--- src/rtl/instr_fetch_queue.sv ---
// Instruction fetch stage: owns the PC, issues single outstanding reads to instruction memory
// and buffers returned words with their PC in a small FIFO drained by decode.
module instr_fetch_queue #(
  parameter int unsigned DEPTH       = 4,
  parameter int unsigned PC_WIDTH    = 5,
  parameter int unsigned INSTR_WIDTH = 32
) (
  input  logic                     clk,
  input  logic                     reset,
  input  logic                     fetch_enable,
  output logic                     imem_req,
  output logic [PC_WIDTH-1:0]      imem_addr,
  input  logic                     imem_rvalid,
  input  logic [INSTR_WIDTH-1:0]   imem_rdata,
  input  logic                     redirect_valid,
  input  logic [PC_WIDTH-1:0]      redirect_pc,
  output logic                     instr_valid,
  output logic [INSTR_WIDTH-1:0]   instr_data,
  output logic [PC_WIDTH-1:0]      instr_pc,
  input  logic                     instr_ready,
  output logic [$clog2(DEPTH):0]   fill_level
);

  localparam int unsigned PtrW = $clog2(DEPTH);
  localparam int unsigned CntW = PtrW + 1;

  typedef enum logic [1:0] {StIdle, StWait, StFlush} state_e;

  state_e                 state_q, state_d;
  logic [PC_WIDTH-1:0]    pc_q, req_pc_q;
  logic [INSTR_WIDTH-1:0] data_mem_q [DEPTH];
  logic [PC_WIDTH-1:0]    pc_mem_q   [DEPTH];
  logic [PtrW-1:0]        wr_ptr_q, rd_ptr_q;
  logic [CntW-1:0]        count_q, count_after;
  logic                   push, pop, issue;

  // State register
  always_ff @(posedge clk or negedge reset) begin
    if (!reset) begin
      state_q <= StIdle;
    end else begin
      state_q <= state_d;
    end
  end

  // Next-state logic; redirect takes priority over everything else
  always_comb begin
    state_d = state_q;
    unique case (state_q)
      StIdle: begin
        if (!redirect_valid && issue) state_d = StWait;
      end
      StWait: begin
        if (redirect_valid)   state_d = imem_rvalid ? StIdle : StFlush;
        else if (imem_rvalid) state_d = issue ? StWait : StIdle;
      end
      StFlush: begin
        if (imem_rvalid) state_d = StIdle;
      end
      default: state_d = StIdle;
    endcase
  end

  // Outputs and handshake decode. Issue reserves a FIFO slot, so a push never hits a full FIFO.
  // Gating with reset keeps imem_req low while reset is held.
  always_comb begin
    push        = (state_q == StWait) && imem_rvalid && !redirect_valid;
    pop         = (count_q != '0) && instr_ready && !redirect_valid;
    count_after = count_q + CntW'(push) - CntW'(pop);
    issue       = reset && fetch_enable && !redirect_valid &&
                  (count_after < CntW'(DEPTH)) &&
                  ((state_q == StIdle) || ((state_q == StWait) && imem_rvalid));
    imem_req    = issue;
    imem_addr   = issue ? pc_q : req_pc_q;
    instr_valid = (count_q != '0);
    instr_data  = data_mem_q[rd_ptr_q];
    instr_pc    = pc_mem_q[rd_ptr_q];
    fill_level  = count_q;
  end

  // PC, request tracking and FIFO storage
  always_ff @(posedge clk or negedge reset) begin
    if (!reset) begin
      pc_q     <= '0;
      req_pc_q <= '0;
      wr_ptr_q <= '0;
      rd_ptr_q <= '0;
      count_q  <= '0;
      for (int unsigned i = 0; i < DEPTH; i++) begin
        data_mem_q[i] <= '0;
        pc_mem_q[i]   <= '0;
      end
    end else begin
      if (redirect_valid) pc_q <= redirect_pc;
      else if (issue)     pc_q <= pc_q + 1'b1;
      if (issue) req_pc_q <= pc_q;
      if (redirect_valid) begin
        count_q  <= '0;
        wr_ptr_q <= '0;
        rd_ptr_q <= '0;
      end else begin
        count_q <= count_after;
        if (push) begin
          data_mem_q[wr_ptr_q] <= imem_rdata;
          pc_mem_q[wr_ptr_q]   <= req_pc_q;
          wr_ptr_q             <= wr_ptr_q + 1'b1;
        end
        if (pop) rd_ptr_q <= rd_ptr_q + 1'b1;
      end
    end
  end

endmodule

--- config.mk ---
export PLATFORM = sky130hd
export DESIGN_NAME = instr_fetch_queue
export DESIGN_NICKNAME = d
export VERILOG_FILES = /design/src/rtl/instr_fetch_queue.sv
export SDC_FILE = /design/constraint.sdc
export NUM_CORES = 1
export LEC_CHECK = 0
export CORE_MARGIN = 1
export CORE_UTILIZATION = 61
export DETAILED_ROUTE_END_ITERATION = 6
export PLACE_DENSITY = 0.92
export SLEW_MARGIN = 20
export SYNTH_ARGS = -nofsm -noshare
export SYNTH_HDL_FRONTEND = slang
export SYNTH_SLANG_ARGS = --single-unit
--- constraint.sdc ---
create_clock -name clk -period 10.2 [get_ports clk]
set_input_delay 1.53 -clock clk [delete_from_list [all_inputs] [get_ports clk]]
set_output_delay 1.53 -clock clk [all_outputs]
set_load 0.03 [all_outputs]
==> reports/summary.txt, run 1 <==
layout cells sized above 1 -> 0.435
clock power share -> 0.282
CP max stage delay -> 850 ps
core box area -> 0.0127 mm²
fmax -> 142 MHz
CTS tree -> yes
Placed Instances -> 683
DR vias -> 4076
IO Port Bufs -> 89
initial antenna violation count -> 0
HP Class -> reg -> reg
Critical Path Sink Type -> output pin
Final Max Tran Viols -> 0
Total Routing Usage GR -> 0.248
largest net degree at the start of global routing -> 86
share of the synthesized area in the top cell type -> 0.522
P_leak -> 4.65 nW
Synth Net Count -> 494
post-DP HPWL -> 8.99 mm
# hold bufs at CTS -> 0
EDFF count, synth -> 0
area of the multi-input gates -> 0.00351 mm²
Max FO, Critical Path -> 21
Filler cells -> 789
Reg power frac -> 0.359
status -> finished clean
first-pass GRT wire length -> 24.7 mm
PostCTS Resize Cnt -> 0
most frequent cells in the layout -> dfrtp_1 (165), mux2_4 (120), clkdlybuf4s50_1 (88)
clock latency on the worst-skew pair -> 430 ps
Pre-antenna DRT Iters -> 4
Area Overhead vs Synth -> 18.3%
NetSw -> 0.000760 W
Fin Setup TNS -> 0 ps
Slew headroom -> 0.320
GP Congestion -> 0.802
htree depth -> 4
post-DR vias/cell -> 5.70
measured slew at the worst slew-check pin -> 1020 ps
final hold vios -> 0
synthesized area -> 0.00801 mm²
PwrDens -> 253 mW/mm²
CP most frequent cell -> inv_1
sw frac -> 0.317
maximum VDD drop -> 0.183 mV
Combinational Power Share -> 0.360
ANT cells -> 0
Die Span X -> 117 µm
top cell type by total area after synthesis -> dfrtp_1
height of the die -> 117 µm
WL/cell -> 21.2 µm
crit path time final -> 7040 ps
total CTS buffers -> 17
Startpoint Class -> input pin
top cells by area, synth -> dfrtp_1 (52%), mux2_4 (22%), mux4_2 (10%)
Post-CTS Setup Inserts -> 0
family with the most delay on the worst path -> buffers and inverters
Worst EP arrival -> 5510 ps
Worst Path Required -> 8670 ps
Final Non-Filler Cells -> 715
number of core rows -> 41
post-layout net count -> 581
period utilisation layout -> 0.690
most common cell after layout, fill and taps aside -> dfrtp_1
CP max stage cell -> clkdlybuf4s50_1
total wire length -> 15.1 mm
Final ANT Viol Nets -> 0
CP Cell Sequence -> clkdlybuf4s50_1 > nor2_8 > inv_1 > ha_1 > inv_1 > ha_1 > inv_1 > fa_1 > xnor3_1 > nand3_1 > mux2_2 > clkdlybuf4s50_1
Ys Warns -> 0
Syn Area/Cell -> 18.1 µm²
number of max-cap violations -> 0
CTS root buffer -> clkbuf_16
WS Path Type -> in -> out
Crit path buffers/inverters -> 5
Clock Skew -> 5.42 ps
Synth async-reset ratio -> 1.00
Initial DRC Count -> 225
Top Ports -> 90
final setup vio count -> 0
register area share after synthesis -> 0.522
die area -> 0.0136 mm²
worst hold margin -> 500 ps
final core area utilization -> 0.745
FF/Latch Area -> 0.00418 mm²
effective utilization at floorplan -> 0.630
Overflow after GRT -> 0
commonest register cell after synthesis -> dfrtp_1
clk slew on worst S/H paths -> 60 ps
#FFs+latches synth -> 167
internal power -> 0.00164 W
RSZ-0062 raised after global routing -> false
drt drc -> 0
CTS max path bufs -> 2
Cell variety after synth -> 34
vias in the first global route -> 4678
# clock sinks -> 167
Synth Instances -> 443
==> stage by stage <==
stage	power, W	setup slack (ps)	cell area (µm²)
final	0.00240	3160	9480
after global routing	0.00250	2880	9480
after CTS	0.00242	3160	9470
after detailed placement	0.00173	3150	8840
after global placement	0.00171	3290	8840
after floorplan	0.00142	4720	8010
==> flip-flops by register name (all words and copies together), names as in the netlist <==
register    flops
state_q         2
req_pc_q        5
fill_level      3
wr_ptr_q        2
rd_ptr_q        2
pc_mem_q       20
data_mem_q    128
pc_q            5
==> area by class of cell <==
| cell class | count | share of cell area |
|---|---|---|
| Sequential cell | 167 | 0.441 |
| Multi-Input combinational cell | 246 | 0.371 |
| Timing Repair Buffer | 91 | 0.0961 |
| Clock buffer | 17 | 0.0449 |
| Tap cell | 172 | 0.0227 |
| Clock inverter | 15 | 0.0215 |
| Inverter | 7 | 0.00277 |
==> cell families (layout without fill, tap and decap cells) <==
| family | Yosys count | in the layout | share of synthesized area |
|---|---|---|---|
| AOI/OAI and AO/OA | 7 | 7 | 0.00531 |
| xor gates and xnor gates | 7 | 7 | 0.00937 |
| adders and majority gates | 8 | 8 | 0.0134 |
| buffers and inverters | 30 | 130 | 0.0397 |
| DFF | 167 | 167 | 0.522 |
| muxes | 193 | 193 | 0.379 |
| and+or+nand+nor | 31 | 31 | 0.0312 |
==> synth_stat cells (2+ instances only) <==
cell type and instances:
buf_2 5, nand2_8 4, mux4_2 37, xor2_1 5, mux2_2 34, inv_1 7, o21ai_0 4, nand2_1 6
dfrtp_1 167, clkbuf_1 4, nand3_1 3, nor2_1 7, nor2b_1 2, ha_1 7, nand4_1 2, buf_12 12
mux2_4 120
==> power groups by stage <==
stage | registers [W] | logic [W] | clock network [W]
2_1_floorplan | 0.000839 | 0.000582 | 0
3_3_place_gp | 0.000856 | 0.000852 | 0
3_5_place_dp | 0.000866 | 0.000868 | 0
4_1_cts | 0.000860 | 0.000872 | 0.000684
5_1_grt | 0.000874 | 0.000911 | 0.000711
6_report | 0.000860 | 0.000862 | 0.000675
==> routing by layer <==
layer	vias to the layer above	track usage	wire, µm
li1	1803	-	-
met1	2181	0.321	6570
met2	82	0.402	7730
met3	10	0.0778	728
met4	0	0.0776	119
met5	-	0	0
==> worst paths after layout <==
kind / to / start / cells after the start / slack [ps]
worst max-delay path: imem_addr[0] / redirect_valid / 12 / 3160
worst min-delay path: pc_mem_q[8] / pc_mem_q[8] / 1 / 500
worst max register to register: pc_q[1] / fill_level[1] / 12 / 6810
worst min register to register: pc_mem_q[8] / pc_mem_q[8] / 1 / 500
max in group asynchronous: data_mem_q[35] / reset / 2 / 7860
min in group asynchronous: data_mem_q[118] / reset / 1 / 1140
Note: power is estimated with default switching activity, not from simulation.
==> run 2: changes to the inputs <==
--- a/config.mk
+++ b/config.mk
@@ -6,9 +6,9 @@
 export NUM_CORES = 1
 export LEC_CHECK = 0
 export CORE_MARGIN = 1
-export CORE_UTILIZATION = 61
+export CORE_UTILIZATION = 57
 export DETAILED_ROUTE_END_ITERATION = 6
-export PLACE_DENSITY = 0.92
+export PLACE_DENSITY = 0.87
 export SLEW_MARGIN = 20
 export SYNTH_ARGS = -nofsm -noshare
 export SYNTH_HDL_FRONTEND = slang
==> constraint.sdc (replaced) <==
create_clock -name clk -period 6.95 [get_ports clk]
set_input_delay 1.0425 -clock clk [delete_from_list [all_inputs] [get_ports clk]]
set_output_delay 1.0425 -clock clk [all_outputs]
set_load 0.03 [all_outputs]
==> run 2 against run 1 <==
Register-to-register slack worse by 3300 ps; cell count up 0.70%; critical path depth up 1; non-clock buffer count up 1; first-iteration DRC count up 6.2%; critical path type unchanged; largest cell class unchanged.
==> reports/summary.txt, run 2 (synthesized netlist as in run 1, its figures left out) <==
status -> finished clean
WP depth -> 13
RSZ-0062 raised after global routing -> false
Pre-antenna DRT Iters -> 4
number of core rows -> 42
final core area utilization -> 0.705
Critical path origin -> imem_rvalid
CTS root buffer -> clkbuf_16
R2R Path End -> pc_q[1]
CTS max path bufs -> 2
GP Congestion -> 0.804
crit path time final -> 5800 ps
post-layout net count -> 582
family with the most delay on the worst path -> buffers and inverters
most frequent cells in the layout -> dfrtp_1 (165), mux2_4 (120), clkdlybuf4s50_1 (88)
P_leak -> 4.67 nW
Final ANT Viol Nets -> 0
# clock sinks -> 167
CP max stage cell -> clkdlybuf4s50_1
# hold bufs at CTS -> 0
drt drc -> 0
Hold Startpoint -> pc_mem_q[2]
height of the die -> 121 µm
Critical Path Sink Type -> output pin
effective utilization at floorplan -> 0.596
WL/cell -> 20.9 µm
Startpoint Class -> input pin
WS Path Type -> in -> out
Area Overhead vs Synth -> 18.3%
Worst EP arrival -> 4750 ps
most common cell after layout, fill and taps aside -> dfrtp_1
final hold vios -> 0
PwrDens -> 370 mW/mm²
final setup vio count -> 0
vias in the first global route -> 4663
post-DP HPWL -> 8.85 mm
CP max stage delay -> 670 ps
fmax -> 173 MHz
area of the multi-input gates -> 0.00351 mm²
Pwr Total -> 0.00351 W
Clock Skew -> 4.87 ps
Top Ports -> 90
r2r worst-path depth -> 12
first-pass GRT wire length -> 25.2 mm
die area -> 0.0145 mm²
Max FO, Critical Path -> 11
Total Routing Usage GR -> 0.229
layout cells sized above 1 -> 0.434
biggest regs -> data_mem_q x128, pc_mem_q x20
IO Port Bufs -> 89
total wire length -> 15.1 mm
FF/Latch Area -> 0.00418 mm²
Worst Path Required -> 5910 ps
measured slew at the worst slew-check pin -> 1040 ps
Slew headroom -> 0.305
core box area -> 0.0135 mm²
max reg flops -> 128
largest register by flop count -> data_mem_q
Fin Setup TNS -> 0 ps
Final Non-Filler Cells -> 720
initial antenna violation count -> 0
CTS tree -> yes
ANT cells -> 0
PostCTS Resize Cnt -> 0
Crit path buffers/inverters -> 5
DR vias -> 4118
total CTS buffers -> 17
reg2reg start -> fill_level[1]
Overflow after GRT -> 0
HP Class -> reg -> reg
htree depth -> 4
largest net degree at the start of global routing -> 86
Final Max Tran Viols -> 0
R2R Setup Slk -> 3520 ps
Die Span X -> 121 µm
maximum VDD drop -> 0.255 mV
Filler cells -> 849
number of max-cap violations -> 0
Post-CTS Setup Inserts -> 0
clk slew on worst S/H paths -> 60 ps
clock latency on the worst-skew pair -> 420 ps
CP Cell Sequence -> clkdlybuf4s50_1 > nand3b_4 > nor2_8 > inv_1 > ha_1 > inv_1 > ha_1 > inv_1 > fa_1 > xnor3_1 > nand3_1 > mux2_2 > clkdlybuf4s50_1
CP Capture Point -> imem_addr[3]
CP most frequent cell -> inv_1
post-DR vias/cell -> 5.72
Initial DRC Count -> 239
period utilisation layout -> 0.834
Placed Instances -> 688
[run 2: cell types whose count changed in the layout (fill, tap and decap cells not counted)]
cell        before  now
bufinv_16        4    3
clkinv_4         4    0
clkinv_2         2    6
clkbuf_8         0    5
buf_4            1    2
clkbuf_1         0    1
clkinvlp_4       4    0
inv_6            1    0
[run 2: worst min-delay path by stage]
stage                                  to  slack (ps)  depth (start not counted)
after floorplan            data_mem_q[32]         470                          1
after global placement     data_mem_q[66]         480                          1
after detailed placement      pc_mem_q[5]         490                          1
after CTS                     pc_mem_q[5]         500                          1
after global routing      data_mem_q[111]         520                          1
final                         pc_mem_q[2]         500                          1
[run 2: per-stage QoR]
| stage | instance area (µm²) | setup slack (ps) | hold WS (ps) |
|---|---|---|---|
| 2_1_floorplan | 8010 | 2450 | 474 |
| 3_3_place_gp | 8860 | 1270 | 482 |
| 3_5_place_dp | 8860 | 1180 | 487 |
| 4_1_cts | 9480 | 1170 | 502 |
| 5_1_grt | 9480 | 931 | 516 |
| 6_report | 9480 | 1150 | 498 |
[run 2: worst reg2reg max path: stages (launching register included)]
cell and delay [ps]:
dfrtp_1 440, or3_1 420, nand2_1 130, nor2_1 50, ha_1 270, inv_1 60
ha_1 130, inv_1 50, fa_1 380, xnor3_1 300, nand3_1 380, mux2_1 450
mux2_2 260
[run 2: final cells by class]
type,instances,share of cell area
Multi-Input combinational cell,246,0.371
Sequential cell,167,0.441
Timing Repair Buffer,92,0.0969
Tap cell,176,0.0232
Inverter,7,0.00277
Clock buffer,23,0.0525
Clock inverter,9,0.0127
[run 2: power by group]
group	total, W	internal [W]	switching [W]	leakage [nW]
logic	0.00125	0.000663	0.000588	2.11
clock network	0.000980	0.000610	0.000370	0.312
registers	0.00127	0.00114	0.000137	2.25
total	0.00351	0.00241	0.00109	4.67
[run 2: per-layer routing]
metal	vias up	track usage	wire length, µm
met5	-	0	0
met4	0	0.0648	143
met3	14	0.0500	546
met2	91	0.365	7400
met1	2211	0.320	6980
li1	1802	-	-
==> run 3: changes to the inputs <==
--- a/config.mk
+++ b/config.mk
@@ -6,9 +6,9 @@
 export NUM_CORES = 1
 export LEC_CHECK = 0
 export CORE_MARGIN = 1
-export CORE_UTILIZATION = 57
+export CORE_UTILIZATION = 51
 export DETAILED_ROUTE_END_ITERATION = 6
-export PLACE_DENSITY = 0.87
+export PLACE_DENSITY = 0.82
 export SLEW_MARGIN = 20
 export SYNTH_ARGS = -nofsm -noshare
 export SYNTH_HDL_FRONTEND = slang
==> constraint.sdc (replaced) <==
create_clock -name clk -period 5.3 [get_ports clk]
set_input_delay 0.795 -clock clk [delete_from_list [all_inputs] [get_ports clk]]
set_output_delay 0.795 -clock clk [all_outputs]
set_load 0.03 [all_outputs]
==> run 3 against run 2 <==
Cell count up 5.3%; design area up 1.3%; sequential share of layout area down 0.57 points; register-to-register slack worse by 1700 ps; combinational power up 31%; core utilization down 7.5 points; clock skew up 2.7 ps; clock-buffer cell count down 4; wire length up 2.1%; first-iteration DRC count down 18%; hold slack worse by 250 ps; critical path depth unchanged.
==> reports/summary.txt, run 3 (synthesized netlist as in run 1, its figures left out) <==
first-pass GRT wire length -> 25.4 mm
RSZ-0062 raised after global routing -> false
largest register by flop count -> data_mem_q
vias in the first global route -> 4614
Max FO, Critical Path -> 7
height of the die -> 127 µm
post-DR vias/cell -> 5.44
Pre-antenna DRT Iters -> 4
HP Class -> in -> async
Initial DRC Count -> 195
Worst EP arrival -> 4130 ps
maximum VDD drop -> 0.317 mV
number of core rows -> 45
Slew headroom -> 0.272
crit path time final -> 4920 ps
CTS tree -> yes
post-DP HPWL -> 9.28 mm
Overflow after GRT -> 0
clk slew on worst S/H paths -> 70 ps
reg2reg start -> fill_level[1]
status -> finished clean
die area -> 0.0162 mm²
max reg flops -> 128
htree depth -> 4
IO Port Bufs -> 89
# clock sinks -> 167
Total Routing Usage GR -> 0.209
effective utilization at floorplan -> 0.525
WL/cell -> 20.3 µm
Critical path origin -> imem_rvalid
Critical Path Sink Type -> output pin
Final ANT Viol Nets -> 0
DR vias -> 4124
Worst Path Required -> 4510 ps
Final Max Tran Viols -> 0
Area Overhead vs Synth -> 19.9%
PostCTS Resize Cnt -> 0
Top Ports -> 90
layout cells sized above 1 -> 0.437
Startpoint Class -> input pin
worst hold margin -> 247 ps
biggest regs -> data_mem_q x128, pc_mem_q x20
final hold vios -> 0
total wire length -> 15.4 mm
largest net degree at the start of global routing -> 81
total CTS buffers -> 17
clock latency on the worst-skew pair -> 420 ps
Die Span X -> 127 µm
CTS max path bufs -> 2
P_leak -> 4.70 nW
period utilisation layout -> 0.929
fmax -> 203 MHz
GP Congestion -> 0.856
most common cell after layout, fill and taps aside -> dfrtp_1
post-layout net count -> 586
number of max-cap violations -> 0
initial antenna violation count -> 0
Fin Setup TNS -> 0 ps
CTS root buffer -> clkbuf_16
WS Path Type -> in -> out
Clock Skew -> 7.52 ps
final setup vio count -> 0
core box area -> 0.0153 mm²
measured slew at the worst slew-check pin -> 1090 ps
PwrDens -> 491 mW/mm²
ANT cells -> 0
most frequent cells in the layout -> dfrtp_1 (165), mux2_4 (120), clkdlybuf4s50_1 (88)
Pwr Total -> 0.00471 W
Post-CTS Setup Inserts -> 0
# hold bufs at CTS -> 0
drt drc -> 0
run 3: changes by cell type in the layout (fill, tap and decap cells not counted):
cell / before / now
clkinvlp_4: 0 / 3
buf_4: 2 / 6
clkinv_4: 0 / 2
bufinv_16: 3 / 6
clkbuf_8: 5 / 1
clkinv_2: 6 / 1
run 3: area by class of cell:
| type | instances | area [µm²] |
|---|---|---|
| Fill cell | 1094 | 5660 |
| Sequential cell | 167 | 4180 |
| Clock buffer | 19 | 443 |
| Multi-Input combinational cell | 246 | 3510 |
| Inverter | 7 | 26.3 |
| Clock inverter | 12 | 225 |
| Timing Repair Buffer | 96 | 948 |
| Tap cell | 211 | 264 |
run 3: worst paths after layout:
kind,end,slack [ps],cells after the start
worst max-delay path,imem_addr[3],380,13
worst min-delay path,data_mem_q[23],250,1
worst max register to register,pc_q[1],1860,13
worst min register to register,pc_mem_q[9],500,1
max in group asynchronous,rd_ptr_q[1],4010,2
min in group clk,pc_mem_q[9],500,1
run 3: worst max-delay path, stage by stage:
cell             delay, ps
clkdlybuf4s50_1        580
nand3b_4               150
nor2_8                 100
inv_1                   50
ha_1                   280
inv_1                   60
ha_1                   130
inv_1                   50
fa_1                   370
xnor3_1                280
nand3_1                270
mux2_2                 340
clkdlybuf4s50_1        670
run 3: power by group:
| part | internal [W] | switching [W] |
|---|---|---|
| Clock | 0.000894 | 0.000500 |
| Combinational | 0.000876 | 0.000766 |
| Sequential | 0.00149 | 0.000187 |
| Total | 0.00326 | 0.00145 |
run 3: metal layers:
metal | up-vias | part of all wire | global-route usage
li1 | 1809 | - | -
met1 | 2217 | 0.46 | 0.285
met2 | 84 | 0.49 | 0.331
met3 | 14 | 0.046 | 0.0586
met4 | 0 | 0.0088 | 0.0560
met5 | - | 0 | 0
run 3: through the flow:
stage | cells | setup WS [ps] | util | instance area (µm²)
after floorplan | 443 | 1290 | - | 8010
after global placement | 727 | 474 | 0.585 | 8930
after detailed placement | 727 | 390 | 0.585 | 8930
after CTS | 758 | 372 | 0.629 | 9600
after global routing | 758 | 266 | 0.629 | 9600
final | 758 | 377 | 0.629 | 9600
